**config.mk**
```make
export PLATFORM = sky130hd
export DESIGN_NAME = bcd_timer_core
export DESIGN_NICKNAME = d
export VERILOG_FILES = /design/src/rtl/bcd_timer_core.sv
export SDC_FILE = /design/constraint.sdc
export NUM_CORES = 1
export LEC_CHECK = 0
export CAP_MARGIN = 40
export CORE_MARGIN = 2
export CORE_UTILIZATION = 35
export DETAILED_ROUTE_END_ITERATION = 6
export GPL_TIMING_DRIVEN = 0
export SETUP_SLACK_MARGIN = 0.5
export SLEW_MARGIN = 20
export SYNTH_ARGS = -nofsm -noshare
export SYNTH_HDL_FRONTEND = slang
export SYNTH_SLANG_ARGS = --single-unit
```
**constraint.sdc**
```tcl
create_clock -name clk_in -period 7 [get_ports clk_in]
set_clock_uncertainty 0.05 [all_clocks]
set_input_delay 0.7 -clock clk_in [delete_from_list [all_inputs] [get_ports clk_in]]
set_output_delay 0.7 -clock clk_in [all_outputs]
set_load 0.01 [all_outputs]
```
**src/rtl/bcd_timer_core.sv**
```systemverilog
// bcd_timer_core
//   Parametrised BCD up/down timer feeding a 7-segment driver. A prescaled
//   tick steps a packed BCD counter. Each digit has its own modulus, and
//   digits carry upward when counting up and borrow upward when counting
//   down. Counting stops in DONE at the terminal value. ADD/SUBTRACT adjust
//   one digit with saturation. LAP freezes the display. Conflicting strobes,
//   or a REVERSE change while running, latch ERR.
//
// Control inputs
//   START and REVERSE are levels. The other inputs are one-cycle strobes.
//   A strobe acts on the single rising edge that samples it high. There is
//   no back-pressure.
//
// Ports
//   clk_in      in   1         clock, rising edge
//   RESET_N     in   1         asynchronous active-low reset
//   START       in   1         level: 1 = run, 0 = pause
//   REVERSE     in   1         level: 1 = count down, 0 = count up
//   CLEAR       in   1         strobe: reload counter, return to IDLE
//   SPEED_UP    in   1         strobe: SPEED+1, saturating at 3
//   SPEED_DOWN  in   1         strobe: SPEED-1, saturating at 0
//   ADD         in   1         strobe: +1 unit at ADJ_DIGIT (IDLE/PAUSE)
//   SUBTRACT    in   1         strobe: -1 unit at ADJ_DIGIT (IDLE/PAUSE)
//   LAP         in   1         strobe: toggle display freeze (RUN/PAUSE)
//   D_Q         out  4*DIGITS  registered display value
//   SPEED       out  2         current speed level
//   TICK        out  1         pulse on the edge the counter advances
//   RUNNING     out  1         state is RUN
//   DONE        out  1         state is DONE
//   ERROR       out  1         state is ERR
module bcd_timer_core #(
   parameter int                  DIGITS      = 4,
   parameter logic [4*DIGITS-1:0] DIGIT_MAX   = 16'h9599,
   parameter logic [4*DIGITS-1:0] PRESET_DOWN = 16'h4930,
   parameter logic [4*DIGITS-1:0] LIMIT_UP    = 16'h4930,
   parameter int                  ADJ_DIGIT   = 2,
   parameter int                  TICK_DIV    = 2,
   parameter logic [4*DIGITS-1:0] ERR_CODE    = 16'h5555
) (
   input  logic                  clk_in,
   input  logic                  RESET_N,
   input  logic                  START,
   input  logic                  REVERSE,
   input  logic                  CLEAR,
   input  logic                  SPEED_UP,
   input  logic                  SPEED_DOWN,
   input  logic                  ADD,
   input  logic                  SUBTRACT,
   input  logic                  LAP,
   output logic [4*DIGITS-1:0]   D_Q,
   output logic [1:0]            SPEED,
   output logic                  TICK,
   output logic                  RUNNING,
   output logic                  DONE,
   output logic                  ERROR
);

   localparam int W = 4 * DIGITS;

   typedef enum logic [2:0] {S_IDLE, S_RUN, S_PAUSE, S_DONE, S_ERR} state_t;

   state_t         state_q, state_n;
   logic [W-1:0]   cnt_q, cnt_n;
   logic [W-1:0]   d_q;
   logic [31:0]    presc_q, presc_n;
   logic [31:0]    period_m1;
   logic [1:0]     speed_q, speed_n;
   logic           lap_q, lap_n;
   logic           tick_q, tick_n;
   logic           rev_q;
   logic [W:0]     step_res;
   logic [W:0]     adj_res;
   logic [W-1:0]   term;
   logic           err_evt;
   logic           adj_ok;
   logic           speed_chg;

   // Steps the counter by one unit at digit k. Digits below k are left
   // alone. The MSB of the result is the carry (or borrow) out of the top
   // digit.
   function automatic logic [W:0] bcd_step(input logic [W-1:0] v,
                                           input logic down, input int k);
      logic [W-1:0] r;
      logic         c;
      logic [3:0]   d;
      logic [3:0]   m;
      r = v;
      c = 1'b1;
      for (int i = 0; i < DIGITS; i++) begin
         d = v[4*i +: 4];
         m = DIGIT_MAX[4*i +: 4];
         if (i >= k && c) begin
            if (!down) begin
               if (d >= m) begin r[4*i +: 4] = 4'd0;       c = 1'b1; end
               else        begin r[4*i +: 4] = d + 4'd1;   c = 1'b0; end
            end else begin
               if (d == 4'd0) begin r[4*i +: 4] = m;        c = 1'b1; end
               else           begin r[4*i +: 4] = d - 4'd1; c = 1'b0; end
            end
         end
      end
      return {c, r};
   endfunction

   assign step_res  = bcd_step(cnt_q, REVERSE, 0);
   assign adj_res   = bcd_step(cnt_q, SUBTRACT, ADJ_DIGIT);
   assign term      = REVERSE ? '0 : LIMIT_UP;
   assign period_m1 = (32'(TICK_DIV) << (2'd3 - speed_q)) - 32'd1;
   assign speed_chg = SPEED_UP ^ SPEED_DOWN;
   assign adj_ok    = (ADD ^ SUBTRACT) && (state_q == S_IDLE || state_q == S_PAUSE);
   assign err_evt   = (SPEED_UP && SPEED_DOWN) || (ADD && SUBTRACT) ||
                      (state_q == S_RUN && REVERSE != rev_q);

   always_comb begin
      state_n = state_q;
      cnt_n   = cnt_q;
      presc_n = presc_q;
      speed_n = speed_q;
      lap_n   = lap_q;
      tick_n  = 1'b0;
      if (CLEAR) begin
         cnt_n   = REVERSE ? PRESET_DOWN : '0;
         presc_n = '0;
         lap_n   = 1'b0;
         state_n = S_IDLE;
      end else if (err_evt) begin
         state_n = S_ERR;
         presc_n = '0;
      end else begin
         case (state_q)
            S_IDLE:  if (START)  state_n = S_RUN;
            S_RUN:   if (!START) state_n = S_PAUSE;
            S_PAUSE: if (START)  state_n = S_RUN;
            default: ;
         endcase
         if (LAP && (state_q == S_RUN || state_q == S_PAUSE))
            lap_n = !lap_q;
         if (adj_ok) begin
            // Overflow past the top digit clamps to all-max, underflow to zero.
            if (adj_res[W]) cnt_n = SUBTRACT ? '0 : DIGIT_MAX;
            else            cnt_n = adj_res[W-1:0];
         end else if (speed_chg) begin
            if (SPEED_UP && speed_q != 2'd3)   speed_n = speed_q + 2'd1;
            if (SPEED_DOWN && speed_q != 2'd0) speed_n = speed_q - 2'd1;
            if (speed_n != speed_q)            presc_n = '0;
         end else if (state_q == S_RUN && START) begin
            if (presc_q == period_m1) begin
               presc_n = '0;
               cnt_n   = step_res[W-1:0];
               tick_n  = 1'b1;
               // Compare against the stepped value so DONE lands on the final
               // tick and the counter never passes the terminal value.
               if (step_res[W-1:0] == term) state_n = S_DONE;
            end else begin
               presc_n = presc_q + 32'd1;
            end
         end
         if (state_n != S_RUN) presc_n = '0;
      end
   end

   always_ff @(posedge clk_in or negedge RESET_N) begin
      if (!RESET_N) begin
         state_q <= S_IDLE;
         cnt_q   <= '0;
         presc_q <= '0;
         speed_q <= 2'd2;
         lap_q   <= 1'b0;
         tick_q  <= 1'b0;
         rev_q   <= 1'b0;
         d_q     <= '0;
      end else begin
         state_q <= state_n;
         cnt_q   <= cnt_n;
         presc_q <= presc_n;
         speed_q <= speed_n;
         lap_q   <= lap_n;
         tick_q  <= tick_n;
         rev_q   <= REVERSE;
         // The display follows the registered counter one edge later. It is
         // held while lap-frozen and shows the error code while in ERR.
         if (state_q == S_ERR) d_q <= ERR_CODE;
         else if (!lap_q)      d_q <= cnt_q;
      end
   end

   assign D_Q     = d_q;
   assign SPEED   = speed_q;
   assign TICK    = tick_q;
   assign RUNNING = (state_q == S_RUN);
   assign DONE    = (state_q == S_DONE);
   assign ERROR   = (state_q == S_ERR);

endmodule

```
Yosys cells after proc, flatten, opt, wreduce, memory -nomap -nowiden

Cells that the tools add are included.

Flip-flop bits (word level): 72
Bits of input ports: 10
Output and inout port bits: 22
Logic and storage cells: 161

Add/subtract/negate cells: 13
Order comparisons: 4
Equality and inequality tests: 17
Shifts and indexed selects: 1
Multiplexer cells: 81
Bitwise logic cells: 5
Reductions and logical operators: 30

Operators with widths:

| operator                                            | count |
|---|---|
| two-way mux 32 bit                                  | 8 |
| two-way mux 16 bit                                  | 10 |
| two-way mux 4 bit                                   | 18 |
| two-way mux 3 bit                                   | 11 |
| adder 32 x 1 -> 32 bit, second input constant       | 1 |
| equality test 32 bit                                | 1 |
| left shift 2 x 2 -> 32 bit, first input constant    | 1 |
| subtractor 32 x 1 -> 32 bit, second input constant  | 1 |
| two-way mux 15 bit                                  | 2 |
| two-way mux 1 bit                                   | 25 |
| adder 4 x 1 -> 4 bit, second input constant         | 4 |
| equality test 16 x 15 -> 1 bit                      | 1 |
| logical NOT 4 bit                                   | 4 |
| subtractor 4 x 1 -> 4 bit, second input constant    | 4 |
| >= comparator 4 bit, second input constant          | 3 |
| two-way mux 2 bit                                   | 6 |
| AND reduction 5 bit                                 | 2 |
| logical AND 1 bit                                   | 8 |
| != test 4 x 3 -> 1 bit, second input constant       | 2 |
| AND reduction 4 bit                                 | 2 |
| equality test 3 x 2 -> 1 bit, second input constant | 2 |
| != test 2 bit, second input constant                | 3 |
| != test 3 bit, second input constant                | 2 |
| one-hot mux 3 bit (2 select lines)                  | 1 |
| 21 further kinds                                    | 29 |

Depth between registers and ports, before layout

Gate-level depths: netlist of run 1.

Word-level depth: 18
Mapped depth: 12
Gate-level depth less buffers: 11

Least setup slack after synthesis of run 1

OpenSTA, ideal clock, no wires.

Path kind: reg2reg
From: reg speed_q[0] (netlist: SPEED[0])
To: reg cnt_q[3]
Library setup time: 0.128 ns
Arrival time: 3.005 ns
Required time: 6.822 ns
Setup slack: 3.818 ns
Cell stages (with the launch flop): 12
Path buffers: 0
Period minus slack after synthesis: 3.182 ns
Cell sequence: dfrtp_1 > inv_1 > ha_1 > inv_1 > ha_1 > or3b_4 > or4_4 > a2111oi_2 > a31o_2 > a21oi_2 > nor2_4 > mux2_1

Longest elaborated chain between the ends: 6

RTL lines:

| element                              | line | source |
|---|---|---|
| from (decl)                          | 67   | `logic [1:0] speed_q, speed_n;` |
| from (signal assigned)               | 176  | `speed_q <= speed_n;` |
| subtractor 2 bit                     | 108  | `assign period_m1 = (32'(TICK_DIV) << (2'd3 - speed_q)) - 32'd1;` |
| left shift 2 x 2 -> 32 bit           | 108  |  |
| subtractor 32 x 1 -> 32 bit          | 108  |  |
| equality test 32 bit                 | 147  | `if (presc_q == period_m1) begin` |
| nonzero test 3 bit (no source line)  | -    |  |
| AND reduction 5 bit (no source line) | -    |  |
| to (signal assigned)                 | 174  | `cnt_q <= cnt_n;` |
| to (decl)                            | 63   | `logic [W-1:0] cnt_q, cnt_n;` |

Every way passes these cells.
A chain may end at the register's enable or synchronous reset.

Worst setup path in the final report of run 1

From: in REVERSE
To: reg state_q[1]

Longest elaborated chain between the ends: 14
Elaborated cells on any way between the ends: 26
Those cells by class: eq/ne (2); mux (22); reduce/logical (2)

RTL lines:

| element                         | line | source |
|---|---|---|
| from (decl)                     | 43   | `input logic REVERSE,` |
| two-way mux 1 bit               | 93   | `if (!down) begin` |
| two-way mux 1 bit (2 in series) | 92   | `if (i >= k && c) begin` |
| two-way mux 4 bit               | 92   |  |
| equality test 16 x 15 -> 1 bit  | 153  | `if (step_res[W-1:0] == term) state_n = S_DONE;` |
| two-way mux 3 bit               | 153  |  |
| two-way mux 3 bit               | 147  |  |
| two-way mux 3 bit               | 146  | `end else if (state_q == S_RUN && START) begin` |
| two-way mux 3 bit               | 142  | `end else if (speed_chg) begin` |
| two-way mux 3 bit               | 138  | `if (adj_ok) begin` |
| two-way mux 3 bit               | 126  | `end else if (err_evt) begin` |
| two-way mux 3 bit               | 121  | `if (CLEAR) begin` |
| two-way mux 3 bit (*)           | 126  |  |
| two-way mux 3 bit (*)           | 121  |  |
| via state_n[1]                  | 62   | `state_t state_q, state_n;` |
| to (signal assigned)            | 173  | `state_q <= state_n;` |
| to (decl)                       | 62   |  |

The timed path passes the listed nets; every way through them passes the cells marked *. The select of a mux whose other input is x is not followed.

==> impl_metrics.csv, run 1 <==
group,metric,value,unit
cts,h_tree_depth,3,
floorplan,placementRows,44,
routing,first_pass_iters,7,
worst_hold_path,hp-class,"in2async",
run,drv.max_cap_violation_count,0,
routing,detailroute.via_count,4705,
cts,clock_sinks,72,
cts,tritoncts,"done",
floorplan,starting_density_of_the_core,0.357,
run_status,status,"finished clean",
critical_path,critPathKind,"in2reg",
synthesis,synth_top_cell_area_share,0.342,
timing,post-route-min-period,3.52,ns
synthesis,synth.top_cells.by_count,"sky130_fd_sc_hd__dfrtp_1 (71), sky130_fd_sc_hd__nor2_1 (63), sky130_fd_sc_hd__nand2_1 (53)",
floorplan,io_pins,32,
floorplan,die_w,126,µm
global_routing,gr-total-overflow,0,
critical_path,timing.critical_path.cells,"clkdlybuf4s50_1, buf_2, nor2b_1, a21oi_1, a2111o_1, mux2_2, or4b_1, o31ai_1, a31o_1",
power_and_ir_drop,share_clk_of_total_power,0.286,
cts,clk_path_buf_depth,2,
timing,report.final.slew_viol_count,0,
timing,fmax,0.284,GHz
synthesis,edff_count_synth,0,
critical_path,critical-path-max-stage-delay,0.64,ns
timing,max_slew_margin,0.477,
cts,cts_hold_buf,0,
cts,clk_pin_slew_worst_paths,0.06,ns
critical_path,cpMaxStageDelayCell,"sky130_fd_sc_hd__clkdlybuf4s50_1",
routing,vias_per_cell,5.68,
power_and_ir_drop,internal-power,1.01,mW
synthesis,syn-cell-area,5190,µm²
placement,io_buffers,31,
critical_path,endpoint_kind,"register",
layout,finalNetCount,670,
synthesis,yosysMostFrequentCell,"sky130_fd_sc_hd__dfrtp_1",
timing,tns,0,ns
power_and_ir_drop,combinationalPowerShare,0.392,
timing,post-route-period-util,0.502,
synthesis,synth-seq-cells,72,
timing,rsz0062_at_grt,"no",
timing,report.final.setup_viol,0,
critical_path,critical_path_peak_fanout,10,
layout,antenna_cells_inserted,0,
power_and_ir_drop,seq_power_share,0.322,
cts,clockRootBuffer,"sky130_fd_sc_hd__clkbuf_16",
layout,fillers,1468,
global_routing,number_of_global_route_vias_before_repair,4599,
layout,layout-drive-gt1-share,0.0994,
placement,gpl.final_weighted_congestion,0.889,
global_routing,grt_max_degree,48,
critical_path,reg2reg_slack,3.51,ns
routing,antenna_violating_nets_post_route,0,
power_and_ir_drop,p_switching,0.577,mW
power_and_ir_drop,p_leak,2.37,nW
floorplan,coreArea,14500,µm²
power_and_ir_drop,vdd_ir_drop_max,0.000136,V
synthesis,yosys_most_used_dff,"sky130_fd_sc_hd__dfrtp_1",
synthesis,synthesis.nets,625,
synthesis,synth.lib_cells_used.distinct,83,
cts,cts_inserted_buffers,9,
synthesis,synthCells,594,
routing,drt_iter0_drc,321,
global_routing,antenna_found_initial,0,
cts,post_cts.repair.setup_buffers,0,
synthesis,avgSynthCellArea,8.74,µm²
power_and_ir_drop,sw_frac_of_total,0.363,
critical_path,start_kind,"input port",
cts,cts-resized-gates,0,
synthesis,cell_type_with_the_highest_aggregate_area_in_the_netlist,"sky130_fd_sc_hd__dfrtp_1",
floorplan,design.die.area,15800,µm²
timing,timing.final.hold_violations,0,
global_routing,wire_length_of_the_first_global_routing_pass,23400,µm
global_routing,globalRouteTotalUtil,0.182,
floorplan,floorplan.die.height,126,µm
routing,route.detailed.drc,0,
layout,post-route-util,0.417,
synthesis,async_reset_ff_frac,1.00,
cts,clk_latency,0.35,ns
critical_path,critical_path_arrival,3.75,ns
critical_path,critical_path_data_required_time,7.24,ns
routing,totalWireLength,14200,µm
power_and_ir_drop,areal_power_density_over_the_cells,262,nW/µm²
layout,area.growth.synth_to_final,16.7,%
synthesis,synth.top_cells.by_area,"sky130_fd_sc_hd__dfrtp_1 (34%), sky130_fd_sc_hd__ha_1 (5.1%), sky130_fd_sc_hd__nor2_1 (4.6%)",
placement,dp.final_hpwl,10500,µm
timing,timing_worst_slew_pin_value,0.778,ns
routing,avgRoutedWirePerCell,17.2,µm
synthesis,ys.warnings.count,0,
synthesis,synth_seq_area_share,0.347,
-- registers in the layout, indices dropped and copies added (netlist names) --
| register | cells |
|---|---|
| state_q | 3 |
| SPEED | 2 |
| rev_q | 1 |
| D_Q | 16 |
| cnt_q | 16 |
| presc_q | 32 |
| lap_q | 1 |
| TICK | 1 |
-- worst max-delay path: cells and delay by family --
kind / cells / cell delay, ns
compound gates: 4 / 1.03
buf+inv: 2 / 0.95
simple gates: 2 / 0.66
mux: 1 / 0.41
-- path summary, 6_finish.rpt --
kind	start	end	cells after the start
max	REVERSE	state_q[1]$_DFF_PN0_	9
max in group asynchronous	RESET_N	presc_q[10]$_DFFE_PN0P_	2
min reg2reg	D_Q[10]$_DFFE_PN0P_	D_Q[10]$_DFFE_PN0P_	2
min	RESET_N	cnt_q[14]$_DFFE_PN0P_	1
min in group clk_in	D_Q[10]$_DFFE_PN0P_	D_Q[10]$_DFFE_PN0P_	2
max reg2reg	cnt_q[5]$_DFFE_PN0P_	state_q[1]$_DFF_PN0_	9
-- layer usage --
metal,vias to the layer above,routed length [µm],global-route usage,share of wire
met5,-,0,0,0
met4,0,187,0.0537,0.013
met3,14,602,0.0382,0.042
met2,112,7310,0.322,0.51
met1,2322,6140,0.223,0.43
li1,2257,-,-,-
-- cells in the final DEF, fill, tap and decap left out, types with 7 or more instances in the layout --
master	n
sky130_fd_sc_hd__nand3_1	21
sky130_fd_sc_hd__inv_1	24
sky130_fd_sc_hd__a21oi_1	32
sky130_fd_sc_hd__dfrtp_1	71
sky130_fd_sc_hd__nand4_1	10
sky130_fd_sc_hd__clkbuf_16	9
sky130_fd_sc_hd__mux2i_1	12
sky130_fd_sc_hd__xor2_1	10
sky130_fd_sc_hd__xnor2_1	20
sky130_fd_sc_hd__nor2b_1	10
sky130_fd_sc_hd__clkbuf_1	17
sky130_fd_sc_hd__nor3_1	12
sky130_fd_sc_hd__and3_1	9
sky130_fd_sc_hd__clkdlybuf4s50_1	30
sky130_fd_sc_hd__nor2_1	63
sky130_fd_sc_hd__ha_1	21
sky130_fd_sc_hd__o21ai_0	28
sky130_fd_sc_hd__buf_2	10
sky130_fd_sc_hd__nand2b_1	7
sky130_fd_sc_hd__a211oi_1	9
sky130_fd_sc_hd__nand2_1	53
sky130_fd_sc_hd__or3_1	13
sky130_fd_sc_hd__o211ai_1	9
sky130_fd_sc_hd__nor4_1	11
-- power groups by stage --
stage | clock [mW] | sequential, mW | combinational, mW
floorplan | 0 | 0.518 | 0.426
global placement | 0 | 0.515 | 0.603
detailed placement | 0 | 0.518 | 0.616
CTS | 0.469 | 0.511 | 0.619
global route | 0.483 | 0.518 | 0.684
finish | 0.454 | 0.511 | 0.622
-- cells by family after synthesis --
group	synth area share
and+or+nand+nor	0.243
AOI/OAI and AO/OA	0.210
DFF	0.347
buffers and inverters	0.0535
xor gates and xnor gates	0.0506
muxes	0.0448
adders and majority gates	0.0506
-- final cells by class --
| class | instances | area [µm²] | area share |
|---|---|---|---|
| Tap cell | 184 | 230 | 0.0380 |
| Clock buffer | 12 | 236 | 0.0390 |
| Buffer | 33 | 166 | 0.0275 |
| Clock inverter | 4 | 45.0 | 0.00743 |
| Inverter | 26 | 111 | 0.0184 |
| Timing Repair Buffer | 34 | 354 | 0.0584 |
| Multi-Input combinational cell | 463 | 3110 | 0.514 |
| Sequential cell | 72 | 1800 | 0.298 |
-- per-stage QoR --
| step | cell area (µm²) | power [mW] | worst slack, ns | instances | hold slack [ns] |
|---|---|---|---|---|---|
| 6_report | 6060 | 1.59 | 3.48 | 828 | 0.216 |
| 3_5_place_dp | 5770 | 1.13 | 3.20 | 811 | 0.438 |
| 2_1_floorplan | 5190 | 0.945 | 3.82 | 594 | 0.354 |
| 4_1_cts | 6050 | 1.60 | 3.52 | 827 | 0.223 |
| 5_1_grt | 6060 | 1.69 | 3.33 | 828 | 0.241 |
| 3_3_place_gp | 5730 | 1.12 | 2.59 | 809 | 0.434 |
Note: power is estimated with default switching activity, not from simulation.
==> run 2, diff against run 1 <==
==> constraint.sdc (replaced) <==
create_clock -name clk_in -period 3.3 [get_ports clk_in]
set_clock_uncertainty 0.05 [all_clocks]
set_input_delay 0.33 -clock clk_in [delete_from_list [all_inputs] [get_ports clk_in]]
set_output_delay 0.33 -clock clk_in [all_outputs]
set_load 0.01 [all_outputs]
==> impl_metrics.csv, run 2 (synthesized netlist as in run 1, its figures left out) <==
group,metric,value,unit
layout,layout.cell_area.non_filler,6510,µm²
critical_path,critical_path_peak_fanout,4,
power_and_ir_drop,seq_power_share,0.302,
floorplan,floorplan.die.height,126,µm
global_routing,grt_max_degree,44,
cts,clockRootBuffer,"sky130_fd_sc_hd__clkbuf_16",
critical_path,reg2reg_slack,0.22,ns
timing,timing.final.hold_violations,0,
routing,vias_per_cell,5.70,
cts,cts_inserted_buffers,9,
layout,antenna_cells_inserted,0,
power_and_ir_drop,internal-power,2.29,mW
critical_path,critical_path_data_required_time,3.48,ns
cts,clk_path_buf_depth,2,
timing,tns,0,ns
layout,finalNetCount,693,
timing,fmax,0.324,GHz
run_status,status,"finished clean",
placement,gpl.final_weighted_congestion,0.892,
floorplan,design.die.area,15800,µm²
layout,post-route-util,0.448,
layout,layout-drive-gt1-share,0.180,
critical_path,critPathKind,"reg2reg",
critical_path,critical_path.reg2reg.startpoint,"SPEED[1]$_DFFE_PN1P_",
global_routing,wire_length_of_the_first_global_routing_pass,23800,µm
cts,clock_sinks,72,
critical_path,critical_path_buf_inv_count,1,
placement,numPlacedInstances,812,
routing,drt_iter0_drc,319,
floorplan,placementRows,44,
routing,antenna_violating_nets_post_route,0,
power_and_ir_drop,vdd_ir_drop_max,0.000272,V
layout,finish.cell_count_without_fillers,850,
timing,max_slew_margin,0.576,
critical_path,worst_path_dominant_cell_family,"simple AND/OR/NAND/NOR gates",
floorplan,io_pins,32,
cts,clk_pin_slew_worst_paths,0.07,ns
power_and_ir_drop,share_clk_of_total_power,0.274,
routing,avgRoutedWirePerCell,17.5,µm
critical_path,start_kind,"register",
power_and_ir_drop,p_switching,1.34,mW
critical_path,cpMaxStageDelayCell,"sky130_fd_sc_hd__dfstp_2",
routing,route.detailed.drc,0,
power_and_ir_drop,totalPowerFinal,3.63,mW
critical_path,endpoint_kind,"register",
timing,rsz0062_at_grt,"yes",
global_routing,antenna_found_initial,0,
global_routing,number_of_global_route_vias_before_repair,4614,
placement,place_worst_setup_slack,-0.0585,ns
timing,layout_setup_ws,0.216,ns
timing,report.final.slew_viol_count,0,
power_and_ir_drop,combinationalPowerShare,0.425,
global_routing,globalRouteTotalUtil,0.188,
critical_path,cp.depth,9,
layout,fillers,1415,
floorplan,coreArea,14500,µm²
timing,timing_worst_slew_pin_value,0.636,ns
placement,io_buffers,31,
layout,area.growth.synth_to_final,25.3,%
worst_hold_path,hp-class,"in2async",
layout,most_used_cells_in_the_layout_excluding_fill_and_tap_cells,"sky130_fd_sc_hd__dfrtp_1 (69), sky130_fd_sc_hd__nor2_1 (62), sky130_fd_sc_hd__nand2_1 (52)",
critical_path,worst_r2r_endpoint,"cnt_q[5]$_DFFE_PN0P_",
timing,report.final.setup_viol,0,
floorplan,starting_density_of_the_core,0.357,
cts,tritoncts,"done",
layout,final_common_cell,"sky130_fd_sc_hd__dfrtp_1",
critical_path,reg2reg_depth,9,
power_and_ir_drop,areal_power_density_over_the_cells,558,nW/µm²
placement,placement.cell_area,5830,µm²
cts,h_tree_depth,3,
layout,largest_register_ff_count,32,
layout,largest_register_by_flop_count,"presc_q",
cts,clk_latency,0.35,ns
routing,detailroute.via_count,4846,
placement,dp.final_hpwl,10400,µm
global_routing,gr-total-overflow,0,
run,drv.max_cap_violation_count,0,
critical_path,timing.critical_path.cells,"inv_4, ha_4, or3b_4, or4_4, a2111oi_4, a31o_2, a21oi_4, nor2_4, mux2_4",
routing,first_pass_iters,5,
timing,post-route-min-period,3.08,ns
critical_path,critical-path-max-stage-delay,0.61,ns
routing,totalWireLength,14800,µm
timing,fin_hold_ws,0.409,ns
power_and_ir_drop,p_leak,2.55,nW
power_and_ir_drop,sw_frac_of_total,0.369,
critical_path,critical_path_arrival,3.27,ns
timing,post-route-period-util,0.934,
floorplan,die_w,126,µm
[run 2: worst max path at each step]
stage,start,endpoint,slack [ns]
after floorplan,SPEED[0]$_DFFE_PN0P_,cnt_q[3]$_DFFE_PN0P_,0.37
after global placement,RESET_N,presc_q[14]$_DFFE_PN0P_,-0.81
after detailed placement,cnt_q[12]$_DFFE_PN0P_,cnt_q[7]$_DFFE_PN0P_,-0.06
after CTS,SPEED[1]$_DFFE_PN1P_,cnt_q[7]$_DFFE_PN0P_,0.23
after global routing,SPEED[0]$_DFFE_PN0P_,cnt_q[7]$_DFFE_PN0P_,0.13
final,SPEED[1]$_DFFE_PN1P_,cnt_q[5]$_DFFE_PN0P_,0.22
[run 2: layout make-up]
| cell class | count | area, µm² | area share |
|---|---|---|---|
| Multi-Input combinational cell | 463 | 3310 | 0.509 |
| Sequential cell | 72 | 1810 | 0.277 |
| Timing Repair Buffer | 57 | 562 | 0.0863 |
| Clock buffer | 12 | 246 | 0.0379 |
| Tap cell | 184 | 230 | 0.0354 |
| Buffer | 33 | 195 | 0.0300 |
| Inverter | 26 | 115 | 0.0177 |
| Clock inverter | 3 | 42.5 | 0.00654 |
[run 2: what timing repair did]
item / in CTS / in global routing
gates resized for setup: 32 / 19
hold buffers: 1 / 0
buffers inserted: 14 / 5
endpoints found under the setup margin: 48 / 49
endpoints found under the hold margin: 28 / 0
gates cloned: 2 / 1
pin swaps: 6 / 6
[run 2: worst register-to-register path: stages, from the launching register on]
cell and delay [ns]:
sky130_fd_sc_hd__dfstp_2 0.61, sky130_fd_sc_hd__inv_4 0.07, sky130_fd_sc_hd__ha_4 0.16, sky130_fd_sc_hd__or3b_4 0.42, sky130_fd_sc_hd__or4_4 0.46, sky130_fd_sc_hd__a2111oi_4 0.35
sky130_fd_sc_hd__a31o_2 0.24, sky130_fd_sc_hd__a21oi_4 0.08, sky130_fd_sc_hd__nor2_4 0.21, sky130_fd_sc_hd__mux2_4 0.32
[run 2: power groups by stage]
stage                     Clock (mW)  Combinational, mW  Sequential, mW
after detailed placement           0               1.33            1.10
final                          0.994               1.54            1.10
after CTS                       1.01               1.47            1.09
after floorplan                    0              0.929            1.10
after global routing            1.04               1.68            1.11
after global placement             0               1.30            1.10
[run 2: per-layer routing]
metal	up-vias	global-route usage	share of wire
li1	2317	-	-
met1	2343	0.228	0.42
met2	161	0.326	0.50
met3	25	0.0459	0.051
met4	0	0.0633	0.025
met5	-	0	0
==> run 3, diff against run 2 <==
--- a/config.mk
+++ b/config.mk
@@ -10,7 +10,6 @@
 export CORE_UTILIZATION = 35
 export DETAILED_ROUTE_END_ITERATION = 6
 export GPL_TIMING_DRIVEN = 0
-export SETUP_SLACK_MARGIN = 0.5
 export SLEW_MARGIN = 20
 export SYNTH_ARGS = -nofsm -noshare
 export SYNTH_HDL_FRONTEND = slang
==> impl_metrics.csv, run 3 (synthesized netlist as in run 1, its figures left out) <==
group,metric,value,unit
routing,drt_iter0_drc,297,
layout,largest_register_ff_count,32,
timing,timing.final.hold_violations,0,
cts,clk_pin_slew_worst_paths,0.06,ns
global_routing,number_of_global_route_vias_before_repair,4606,
critical_path,critical_path_arrival,3.48,ns
cts,clk_latency,0.35,ns
global_routing,globalRouteTotalUtil,0.183,
timing,report.final.setup_viol,0,
routing,first_pass_iters,4,
cts,clk_path_buf_depth,2,
timing,post-route-min-period,3.24,ns
floorplan,coreArea,14500,µm²
layout,antenna_cells_inserted,0,
critical_path,reg2reg_slack,0.06,ns
critical_path,critical_path.reg2reg.startpoint,"cnt_q[5]$_DFFE_PN0P_",
power_and_ir_drop,p_leak,2.40,nW
power_and_ir_drop,sw_frac_of_total,0.366,
cts,clock_sinks,72,
floorplan,placementRows,44,
cts,cts_inserted_buffers,9,
timing,report.final.slew_viol_count,0,
worst_hold_path,hp-class,"in2async",
timing,timing_worst_slew_pin_value,0.587,ns
critical_path,start_kind,"register",
floorplan,floorplan.die.height,126,µm
placement,dp.final_hpwl,10500,µm
routing,vias_per_cell,5.66,
cts,clockRootBuffer,"sky130_fd_sc_hd__clkbuf_16",
power_and_ir_drop,p_switching,1.25,mW
critical_path,critical_path_peak_fanout,6,
layout,fillers,1466,
routing,detailroute.via_count,4712,
power_and_ir_drop,internal-power,2.17,mW
cts,h_tree_depth,3,
power_and_ir_drop,share_clk_of_total_power,0.282,
floorplan,starting_density_of_the_core,0.357,
floorplan,io_pins,32,
floorplan,die_w,126,µm
layout,largest_register_by_flop_count,"presc_q",
layout,final_common_cell,"sky130_fd_sc_hd__dfrtp_1",
power_and_ir_drop,totalPowerFinal,3.42,mW
cts,tritoncts,"done",
timing,max_slew_margin,0.605,
routing,route.detailed.drc,0,
layout,finish.cell_count_without_fillers,833,
timing,fmax,0.308,GHz
layout,area.growth.synth_to_final,18.4,%
routing,antenna_violating_nets_post_route,0,
routing,avgRoutedWirePerCell,17.3,µm
routing,totalWireLength,14400,µm
routing,met3_wirelength,616,µm
critical_path,critical_path_data_required_time,3.54,ns
run_status,status,"finished clean",
placement,io_buffers,31,
layout,layout-drive-gt1-share,0.114,
critical_path,critPathKind,"reg2reg",
power_and_ir_drop,combinationalPowerShare,0.402,
power_and_ir_drop,areal_power_density_over_the_cells,556,nW/µm²
layout,most_used_cells_in_the_layout_excluding_fill_and_tap_cells,"sky130_fd_sc_hd__dfrtp_1 (71), sky130_fd_sc_hd__nor2_1 (63), sky130_fd_sc_hd__nand2_1 (53)",
placement,numPlacedInstances,811,
run,drv.max_cap_violation_count,0,
power_and_ir_drop,seq_power_share,0.316,
critical_path,worst_r2r_endpoint,"state_q[1]$_DFF_PN0_",
global_routing,antenna_found_initial,0,
floorplan,design.die.area,15800,µm²
layout,finalNetCount,675,
routing,detailed_route_wirelength_on_metal2,7370,µm
routing,maxUsedRoutingLayer,"met4",
critical_path,reg2reg_depth,9,
critical_path,endpoint_kind,"register",
routing,detail_route.wirelength.met1,6220,µm
global_routing,gr-total-overflow,0,
global_routing,wire_length_of_the_first_global_routing_pass,23500,µm
timing,post-route-period-util,0.982,
power_and_ir_drop,vdd_ir_drop_max,0.000289,V
timing,fin_hold_ws,0.397,ns
global_routing,grt_max_degree,48,
placement,gpl.final_weighted_congestion,0.889,
-- run 3: cell type report --
type	instances	area, µm²	area share
buffer	33	166	0.0271
clock buffer	12	236	0.0385
clock inverter	4	45.0	0.00732
inverter	26	111	0.0181
multi-input combinational	463	3160	0.514
sequential	72	1800	0.293
tap	184	230	0.0374
timing repair buffer	39	394	0.0641
-- run 3: routing by layer --
layer  vias to the layer above  global-route usage
li1                       2272                   -
met1                      2315               0.225
met2                       111               0.323
met3                        14              0.0387
met4                         0              0.0530
met5                         -                   0
-- run 3: timing repair --
action                                  4_1_cts  5_1_grt
hold buffers                                  1        0
endpoints found under the setup margin       13       24
setup buffers                                 3        1
resized for setup                             6        3
pin swaps                                     3        5
cloned                                        0        0
hold endpoints to repair                     24        0
-- run 3: power by group through the flow --
stage	sequential, mW	combinational (mW)	clock [mW]
2_1_floorplan	1.10	0.904	0
3_3_place_gp	1.09	1.28	0
3_5_place_dp	1.10	1.31	0
4_1_cts	1.08	1.35	0.994
5_1_grt	1.10	1.51	1.03
6_report	1.08	1.38	0.963
-- run 3: metrics by stage --
stage	TNS [ns]	setup WS, ns	util	instance area, µm²
2_1_floorplan	0	0.118	-	5190
3_3_place_gp	-52.93	-0.742	0.395	5730
3_5_place_dp	-0.760	-0.144	0.397	5770
4_1_cts	-0.000886	-0.000886	0.421	6120
5_1_grt	-0.00432	-0.00432	0.423	6150
6_report	0	0.0581	0.423	6150
-- run 3: worst max path at each step --
stage	from	depth (start not counted)	slack, ns	end
after floorplan	SPEED[0]$_DFFE_PN0P_	11	0.12	cnt_q[3]$_DFFE_PN0P_
after global placement	RESET_N	1	-0.74	presc_q[19]$_DFFE_PN0P_
after detailed placement	SPEED[0]$_DFFE_PN0P_	11	-0.14	cnt_q[5]$_DFFE_PN0P_
after CTS	SPEED[1]$_DFFE_PN1P_	9	-0.0009	cnt_q[5]$_DFFE_PN0P_
after global routing	SPEED[0]$_DFFE_PN0P_	11	-0.004	cnt_q[5]$_DFFE_PN0P_
final	cnt_q[5]$_DFFE_PN0P_	9	0.06	state_q[1]$_DFF_PN0_
-- run 3: critical path, cell delays in order (launching register included) --
cell and delay (ns):
sky130_fd_sc_hd__dfrtp_1 0.47, sky130_fd_sc_hd__inv_1 0.16, sky130_fd_sc_hd__ha_1 0.28, sky130_fd_sc_hd__or3b_2 0.53
sky130_fd_sc_hd__a21oi_2 0.27, sky130_fd_sc_hd__a2111o_1 0.18, sky130_fd_sc_hd__mux2_2 0.37, sky130_fd_sc_hd__or4b_1 0.53
sky130_fd_sc_hd__o31ai_1 0.13, sky130_fd_sc_hd__a31o_1 0.21
